**src/rtl/load_store_watch_pkg.sv**
```systemverilog
// Shared types and default widths for the load/store full-flag watchdog.
//
// Contents:
//   PER_W_DEF, CNT_W_DEF : default period-timer and event-counter widths
//   state_e              : watchdog FSM state (2 bits, encoding 3 unused)
package load_store_watch_pkg;

  localparam int unsigned PER_W_DEF = 17;
  localparam int unsigned CNT_W_DEF = 16;

  typedef enum logic [1:0] {
    StIdle  = 2'd0,
    StArmed = 2'd1,
    StAlarm = 2'd2
  } state_e;

endpackage

```
**src/rtl/load_store_watch_if.sv**
```systemverilog
// Signal bundle between the load/store watchdog and its user.
// Optional feature macro: LOAD_STORE_WATCH_MINPER_EN adds short_per.
//
// Signals:
//   sig_in     : registered full flag from the load/store stage
//   alarm_clr  : one-cycle pulse clearing sticky alarm flags
//   full_cnt   : saturating count of full events
//   period     : last measured distance between full events (cycles)
//   period_vld : one-cycle pulse when period updates
//   timeout    : sticky "no full event within timeout" alarm
//   state      : FSM state, for debug
//   short_per  : sticky "period below minimum" flag (optional)
//
// Modports: master drives the inputs (user side), slave is the watchdog.
interface load_store_watch_if
  import load_store_watch_pkg::*;
#(
  parameter int unsigned PER_W = PER_W_DEF,
  parameter int unsigned CNT_W = CNT_W_DEF
);

  logic             sig_in;
  logic             alarm_clr;
  logic [CNT_W-1:0] full_cnt;
  logic [PER_W-1:0] period;
  logic             period_vld;
  logic             timeout;
  logic [1:0]       state;
`ifdef LOAD_STORE_WATCH_MINPER_EN
  logic             short_per;

  modport master (
    output sig_in, alarm_clr,
    input  full_cnt, period, period_vld, timeout, state, short_per
  );

  modport slave (
    input  sig_in, alarm_clr,
    output full_cnt, period, period_vld, timeout, state, short_per
  );
`else
  modport master (
    output sig_in, alarm_clr,
    input  full_cnt, period, period_vld, timeout, state
  );

  modport slave (
    input  sig_in, alarm_clr,
    output full_cnt, period, period_vld, timeout, state
  );
`endif

endinterface

```
**src/rtl/rise_detect.sv**
```systemverilog
// Rising-edge detector for a single-bit level.
//
// Ports:
//   clk   : clock
//   rst_n : synchronous active-low reset
//   d     : level input
//   rise  : combinational pulse, high when d is 1 and was 0 last cycle
//
// The history register resets to 0, so a level already high on the first
// cycle after reset is reported as a rise.
module rise_detect (
  input  logic clk,
  input  logic rst_n,
  input  logic d,
  output logic rise
);

  logic sig_d_q;

  always_ff @(posedge clk) begin
    if (!rst_n) begin
      sig_d_q <= 1'b0;
    end else begin
      sig_d_q <= d;
    end
  end

  assign rise = d & ~sig_d_q;

endmodule

```
**src/rtl/load_store_watch.sv**
```systemverilog
// Liveness monitor for the load/store volume controller's full flag.
// Counts rising edges of sig_in ("full events"), measures the cycle distance
// between consecutive events and raises a sticky alarm if no event arrives
// within TIMEOUT cycles of the previous one.
// Optional feature macro: LOAD_STORE_WATCH_MINPER_EN adds a sticky short_per
// flag for periods shorter than MIN_PER.
//
// Ports:
//   clk    : clock, all state on posedge
//   rst_n  : synchronous active-low reset
//   bus_io : load_store_watch_if.slave (sig_in, alarm_clr in; full_cnt,
//            period, period_vld, timeout, state[, short_per] out)
//
// TIMEOUT must not exceed 2**PER_W-1. All outputs are registered.
module load_store_watch
  import load_store_watch_pkg::*;
#(
  parameter int unsigned PER_W   = PER_W_DEF,
  parameter int unsigned CNT_W   = CNT_W_DEF,
  parameter int unsigned TIMEOUT = 60000,
  parameter int unsigned MIN_PER = 1000
) (
  input logic               clk,
  input logic               rst_n,
  load_store_watch_if.slave bus_io
);

  localparam logic [PER_W-1:0] TimeoutVal = PER_W'(TIMEOUT);
  localparam logic [PER_W-1:0] TimerOne   = PER_W'(1);

  logic rise;

  rise_detect u_rise_detect (
    .clk  (clk),
    .rst_n(rst_n),
    .d    (bus_io.sig_in),
    .rise (rise)
  );

  state_e           state_q, state_d;
  logic [PER_W-1:0] timer_q, timer_d;
  logic [PER_W-1:0] timer_inc;
  logic [CNT_W-1:0] cnt_q, cnt_d;
  logic [PER_W-1:0] period_q, period_d;
  logic             vld_q, vld_d;
  logic             timeout_q, timeout_d;
  logic             alarm_set;
  logic             armed_rise;

  // Timer saturates instead of wrapping; only matters while parked in alarm.
  assign timer_inc = (timer_q == '1) ? timer_q : timer_q + TimerOne;

  always_comb begin
    state_d    = state_q;
    timer_d    = timer_q;
    period_d   = period_q;
    vld_d      = 1'b0;
    alarm_set  = 1'b0;
    armed_rise = 1'b0;

    unique case (state_q)
      StIdle: begin
        timer_d = '0;
        if (rise) begin
          state_d = StArmed;
          timer_d = TimerOne;
        end
      end
      StArmed: begin
        // A rise on the timeout cycle wins over the alarm.
        if (rise) begin
          timer_d    = TimerOne;
          period_d   = timer_q;
          vld_d      = 1'b1;
          armed_rise = 1'b1;
        end else begin
          timer_d = timer_inc;
          if (timer_q == TimeoutVal) begin
            state_d   = StAlarm;
            alarm_set = 1'b1;
          end
        end
      end
      StAlarm: begin
        // Measurement overflowed: re-arm without reporting a period.
        if (rise) begin
          state_d = StArmed;
          timer_d = TimerOne;
        end else begin
          timer_d = timer_inc;
        end
      end
      default: begin
        state_d = StIdle;
        timer_d = '0;
      end
    endcase
  end

  always_comb begin
    cnt_d = cnt_q;
    if (rise && (cnt_q != '1)) begin
      cnt_d = cnt_q + CNT_W'(1);
    end
  end

  // Set beats clear when both happen in the same cycle.
  always_comb begin
    timeout_d = timeout_q;
    if (alarm_set) begin
      timeout_d = 1'b1;
    end else if (bus_io.alarm_clr) begin
      timeout_d = 1'b0;
    end
  end

  always_ff @(posedge clk) begin
    if (!rst_n) begin
      state_q   <= StIdle;
      timer_q   <= '0;
      cnt_q     <= '0;
      period_q  <= '0;
      vld_q     <= 1'b0;
      timeout_q <= 1'b0;
    end else begin
      state_q   <= state_d;
      timer_q   <= timer_d;
      cnt_q     <= cnt_d;
      period_q  <= period_d;
      vld_q     <= vld_d;
      timeout_q <= timeout_d;
    end
  end

`ifdef LOAD_STORE_WATCH_MINPER_EN
  localparam logic [PER_W-1:0] MinPerVal = PER_W'(MIN_PER);

  logic short_q, short_d;

  always_comb begin
    short_d = short_q;
    if (armed_rise && (timer_q < MinPerVal)) begin
      short_d = 1'b1;
    end else if (bus_io.alarm_clr) begin
      short_d = 1'b0;
    end
  end

  always_ff @(posedge clk) begin
    if (!rst_n) begin
      short_q <= 1'b0;
    end else begin
      short_q <= short_d;
    end
  end

  assign bus_io.short_per = short_q;
`else
  logic unused_min_per;
  logic unused_armed_rise;
  assign unused_min_per    = ^MIN_PER;
  assign unused_armed_rise = armed_rise;
`endif

  assign bus_io.full_cnt   = cnt_q;
  assign bus_io.period     = period_q;
  assign bus_io.period_vld = vld_q;
  assign bus_io.timeout    = timeout_q;
  assign bus_io.state      = state_q;

endmodule

```
**src/flat_wrapper.sv**
```systemverilog
// flat-port wrapper written by rule: the top's interface ports become plain ports
module load_store_watch_flat import load_store_watch_pkg::*;
#(
  parameter int unsigned PER_W   = PER_W_DEF,
  parameter int unsigned CNT_W   = CNT_W_DEF,
  parameter int unsigned TIMEOUT = 60000,
  parameter int unsigned MIN_PER = 1000
)
  (clk, rst_n, bus_io_sig_in, bus_io_alarm_clr, bus_io_full_cnt, bus_io_period, bus_io_period_vld, bus_io_timeout, bus_io_state);
  load_store_watch_if #(.PER_W(PER_W), .CNT_W(CNT_W)) bus_io_i ();
  input logic clk;
  input logic rst_n;
  input wire logic [$bits(bus_io_i.sig_in)-1:0] bus_io_sig_in;
  input wire logic [$bits(bus_io_i.alarm_clr)-1:0] bus_io_alarm_clr;
  output wire logic [$bits(bus_io_i.full_cnt)-1:0] bus_io_full_cnt;
  output wire logic [$bits(bus_io_i.period)-1:0] bus_io_period;
  output wire logic [$bits(bus_io_i.period_vld)-1:0] bus_io_period_vld;
  output wire logic [$bits(bus_io_i.timeout)-1:0] bus_io_timeout;
  output wire logic [$bits(bus_io_i.state)-1:0] bus_io_state;
  assign bus_io_i.sig_in = bus_io_sig_in;
  assign bus_io_i.alarm_clr = bus_io_alarm_clr;
  assign bus_io_full_cnt = bus_io_i.full_cnt;
  assign bus_io_period = bus_io_i.period;
  assign bus_io_period_vld = bus_io_i.period_vld;
  assign bus_io_timeout = bus_io_i.timeout;
  assign bus_io_state = bus_io_i.state;
  load_store_watch #(.PER_W(PER_W), .CNT_W(CNT_W), .TIMEOUT(TIMEOUT), .MIN_PER(MIN_PER)) u_core (.clk(clk), .rst_n(rst_n), .bus_io(bus_io_i));
endmodule
```
**config.mk**
```make
export PLATFORM = sky130hd
export DESIGN_NAME = load_store_watch_flat
export DESIGN_NICKNAME = d
export VERILOG_FILES = /design/src/rtl/load_store_watch_pkg.sv /design/src/rtl/load_store_watch_if.sv /design/src/rtl/rise_detect.sv /design/src/rtl/load_store_watch.sv /design/src/flat_wrapper.sv
export SDC_FILE = /design/constraint.sdc
export NUM_CORES = 1
export LEC_CHECK = 0
export CORE_MARGIN = 2
export CORE_UTILIZATION = 50
export DETAILED_ROUTE_END_ITERATION = 6
export GPL_ROUTABILITY_DRIVEN = 0
export PLACE_DENSITY = 0.86
export SETUP_SLACK_MARGIN = 0.02
export SYNTH_ARGS = -nofsm -noshare
export SYNTH_HDL_FRONTEND = slang
export SYNTH_HIERARCHICAL = 1
export SYNTH_SLANG_ARGS = --single-unit
```
**constraint.sdc**
```tcl
create_clock -name clk -period 3.21 [get_ports clk]
set_input_delay 0.4815 -clock clk [delete_from_list [all_inputs] [get_ports clk]]
set_output_delay 0.4815 -clock clk [all_outputs]
set_load 0.005 [all_outputs]
```
; ---- After elaboration in Yosys (flattened, before gate mapping)
; Index checks and enable logic that the tools add are counted.
[totals]
inputBits = 4
output_inout_bits = 37
elab_cells = 42
register_bits = 55
[op_classes]
addsub = 2
muxes = 14
bitwise_logic = 2
n_reduce_logical = 8
n_eq_ne = 9
[ops]
columns = operator, n
row1 = $mux 17, 2
row2 = $pmux 17 s2, 1
row3 = $add 17x1->17 const B, 1
row4 = $eq 17x16->1 const B, 1
row5 = $eq 17x17->1 const B, 1
row6 = $add 16x1->16 const B, 1
row7 = $ne 16x16->1 const B, 1
row8 = $mux 1, 7
row9 = $mux 2, 3
row10 = $ne 2x1->1 const B, 2
row11 = $pmux 2 s2, 1
row12 = $reduce_and 2->1, 2
row13 = $reduce_or 2->1, 2
row14 = $ne 3x2->1 const B, 1
row15 = $reduce_and 3->1, 1
row16 = $eq 2x1->1 const B, 1
row17 = $eq 2x2->1 const B, 1
row18 = $logic_not 2->1, 1
row19 = $ne 2x2->1 const B, 1
row20 = $reduce_bool 2->1, 1
row21 = $and 1x1->1, 1
row22 = $logic_and 1x1->1, 1
row23 = $not 1->1, 1

; ---- Longest topological paths before layout
[depth]
ltp_word = 5
depth_mapped = 11
mapped_depth_nobuf = 8

; ---- Hierarchy
; Netlist, hierarchy kept.
[by_module_without_submodules]
columns = mod, area_each_um2, instances, seq_area_each_um2, cells_each
row1 = load_store_watch, 2560.0, 1, 1081.0, 312
row2 = rise_detect, 40.0, 1, 20.0, 3

; ---- Least setup slack after synthesis
; No wires, ideal clock.
[synth_timing]
path_type = reg2reg
from = register u_core.timer_q[3]
to = register u_core.timer_q[10]
setup_slack_ns = 0.928
setup_time_ns = 0.072
required_time_ns = 3.138
path_buffers = 3
path_stages_with_launch = 11
arrival_ns = 2.210
synth_period_minus_slack_ns = 2.282
path_cell_list = dfxtp_1 -> clkbuf_1 -> nand4_1 -> nor4_1 -> and3_1 -> ha_1 -> and3b_1 -> clkbuf_1 -> clkbuf_1 -> o21ai_1 -> a21oi_1
[synth_between]
elab_chain_len = 4
word_cells_on_any_way = 6
cone_classes = add/sub (1) / eq/ne (2) / mux (3)
[synth_lines]
columns = element, line
row1 = "start, declared", load_store_watch.sv:41  ; logic [PER_W-1:0] timer_q, timer_d;
row2 = "start signal, assigned", load_store_watch.sv:127  ; timer_q <= timer_d;
row3 = $add 17x1->17, load_store_watch.sv:51  ; assign timer_inc = (timer_q == '1) ? timer_q : timer_q + TimerOne;
row4 = $mux 17, load_store_watch.sv:51
row5 = $mux 17, "load_store_watch.sv:71, load_store_watch.sv:86"
row6 = $pmux 17 s2, load_store_watch.sv:61  ; unique case (state_q)
; Parallel ways exist; a longest one is shown, timed or not. The select of a mux whose other input is x is not followed.
; A chain may end at the register's enable or synchronous reset.

; ---- Final worst setup path
[layout_timing]
from = register u_core.timer_q[6]
to = register u_core.timer_q[9]
; Same word-level chain as after synthesis.

==> results.sh <==
export IMPL_clk_pin_slew_worst_paths_ps=100
export IMPL_ios=41
export IMPL_synth_edf_count=0
export IMPL_synth_most_common_cell="dfxtp_1"
export IMPL_start_util=0.512
export IMPL_wirelength_um=5790
export IMPL_synth_cells=315
export IMPL_fp_dieH_um=76.1
export IMPL_grt_pass1_wl_um=9930
export IMPL_slew_headroom=0.603
export IMPL_syn_avg_cell_area_um2=8.25
export IMPL_dieArea_um2=5790
export IMPL_core_area_um2=5070
export IMPL_drv_cap=0
export IMPL_period_needed_ps=2660
export IMPL_cellLeakagePower_nw=1.04
export IMPL_fin_crit_sh=0.828
export IMPL_hold_class="flop to flop"
export IMPL_htreeDepth=2
export IMPL_areaGrowthSynthToFinish_pct=22.0
export IMPL_place_hpwl_um=4080
export IMPL_via_per_inst=5.78
export IMPL_rsz0062_at_grt="no"
export IMPL_endpoint_kind="flop"
export IMPL_post_cts_setup_buffers=0
export IMPL_place_area_um2=3060
export IMPL_syn_area_um2=2600
export IMPL_drive_gt1_frac=0.0573
export IMPL_synthTopCellsByArea="dfxtp_1 42%, nand2_1 7.7%, a21oi_1 6.9%"
export IMPL_slowest_delay_ps=490
export IMPL_ys_seq_elements=55
export IMPL_post_route_drc_count=0
export IMPL_worstPathRequired_ps=3420
export IMPL_cts_root_buf="clkbuf_8"
export IMPL_critical_path_class="flop to flop"
export IMPL_worstMarginPinSlew_ps=595
export IMPL_final_antenna_net_count=0
export IMPL_synth_top_flop_cell="dfxtp_1"
export IMPL_grt_start_max_net_pins=33
export IMPL_overflow=0
export IMPL_dr_pass1_iters=4
export IMPL_grt_util_all_layers=0.202
export IMPL_cts_resized=0
export IMPL_wire_per_inst_um=13.8
export IMPL_vias=2421
export IMPL_fin_tns_setup_ps=0
export IMPL_grtUsageMet3=0.0450
export IMPL_crit_fanout=15
export IMPL_status="complete, no violations"
export IMPL_antenna_found_initial=0
export IMPL_cp_arrival_ps=2870
export IMPL_cts_tree="yes"
export IMPL_use_met1=0.235
export IMPL_r2r_setup_slack_ps=550
export IMPL_met2_usage=0.377
export IMPL_max_freq_ghz=0.376
export IMPL_final_nets=361
export IMPL_crit_chain="nand4_1 -> nor4_1 -> and3_1 -> ha_1 -> and3b_1 -> nor3_1 -> a31o_2 -> o211a_1"
export IMPL_setup_viol=0
export IMPL_critPathSlowestCell="and3b_1"
export IMPL_slew_viol_final=0
export IMPL_synth_top_area_frac=0.423
export IMPL_yosys_top_cells_count="55 x dfxtp_1, 53 x nand2_1, 36 x a21oi_1"
export IMPL_cts_made_buffers=5
export IMPL_busiest_layer="met2"
export IMPL_final_area_um2=3170
export IMPL_die_width_um=76.1
export IMPL_powerDensity_nw_per_um2=465
export IMPL_ys_warn_count=6
export IMPL_hold_violations=0
export IMPL_start_kind="flop"
export IMPL_synth_nets=328
export IMPL_drt_iter0_drc=152
export IMPL_yosysSeqAreaShare=0.423
export IMPL_async_flop_share=0
export IMPL_synth_area_leader_cell="dfxtp_1"
export IMPL_cts_buffer_depth=2
export IMPL_cts_sinks=55
export IMPL_cts_hold_buf=0
export IMPL_finalHoldWorstSlack_ps=463
export IMPL_synthDistinctLibCells=49
export IMPL_fin_skew_ps=5.55
export IMPL_rows=26
export IMPL_insertion_delay_ps=310
export IMPL_antenna_cells=0
export IMPL_port_buffers=40
export IMPL_grt_pass1_vias=2276
export IMPL_irDropWorstVdd_v=0.000294
==> layout make-up <==
class,instances,area (um^2)
Clock buffer,6,82.6
Clock inverter,2,35.0
Fill cell,466,1900
Inverter,8,30.0
Multi-Input combinational cell,234,1410
Sequential cell,55,1100
Tap cell,70,87.6
Timing Repair Buffer,44,430
==> cells by family (layout without fill, tap and decap cells) <==
group                      count (synthesis)  in the layout  synth area share
adders and majority gates                  9              9            0.0433
DFF                                       55             55             0.423
xor gates and xnor gates                   7              7            0.0236
muxes                                      4              4            0.0154
AOI/OAI and AO/OA                         70             70             0.163
and+or+nand+nor                          144            144             0.293
buffers and inverters                     26             60            0.0385
==> critical path: cells and delay by family, from the launching register on <==
family,cells,cell delay (ps)
adder cells (fa/ha/maj),1,210
flip-flops,1,460
AO/OA/AOI/OAI,2,390
AND/OR/NAND/NOR,5,1510
==> state kept, by name, summed over array words and instances, names as in the netlist <==
| name | count |
|---|---|
| u_core/bus_io.period | 17 |
| u_core/u_rise_detect/sig_d_q | 1 |
| u_core/timer_q | 17 |
| u_core/bus_io.full_cnt | 16 |
| u_core/bus_io.state | 2 |
| u_core/bus_io.timeout | 1 |
| u_core/bus_io.period_vld | 1 |
==> placed cells by master, fill, tap and decap left out, types with 2 or more instances in the layout <==
cell / count
nand3b_1: 4
a22oi_1: 3
or3_2: 2
clkdlybuf4s50_1: 40
buf_4: 4
inv_1: 8
nand4_1: 10
nand3_1: 9
xnor2_1: 4
a21oi_1: 36
and3_1: 4
nor3_1: 6
ha_1: 9
nor4_1: 7
dfxtp_1: 55
o21ai_0: 10
or3_1: 11
clkbuf_8: 6
nor2_1: 16
nand2_1: 53
o211a_1: 2
mux2i_1: 4
nand2b_1: 2
a31oi_1: 2
o31ai_1: 6
or4_1: 7
xor2_1: 3
and2_1: 2
nor4b_1: 2
==> layer usage <==
| metal | wire length (um) | vias up |
|---|---|---|
| met4 | 43 | 0 |
| met1 | 2570 | 1152 |
| met3 | 312 | 5 |
| li1 | - | 1200 |
| met2 | 2870 | 64 |
| met5 | 0 | - |
==> final timing paths <==
check | start | to | depth (start not counted)
hold reg to reg | u_core/bus_io.period[6] | u_core/bus_io.period[6] | 2
setup reg to reg | u_core/timer_q[6] | u_core/timer_q[9] | 8
setup / recovery | u_core/timer_q[6] | u_core/timer_q[9] | 8
hold / removal | u_core/bus_io.period[6] | u_core/bus_io.period[6] | 2
==> through the flow <==
step                       util  cells  setup WS [ps]  total power (W)
after floorplan               -    315            928         0.000937
after detailed placement  0.602    411            415          0.00102
after CTS                 0.625    419            571          0.00149
final                     0.625    419            553          0.00148
after global placement    0.602    411            475          0.00101
after global routing      0.625    419            338          0.00155
==> power breakdown <==
part | internal (W) | switching, W
Sequential | 0.000702 | 0.0000311
Clock | 0.000253 | 0.000219
Combinational | 0.000114 | 0.000156
Total | 0.00107 | 0.000406
No activity file was read; power rests on OpenSTA's default activity.
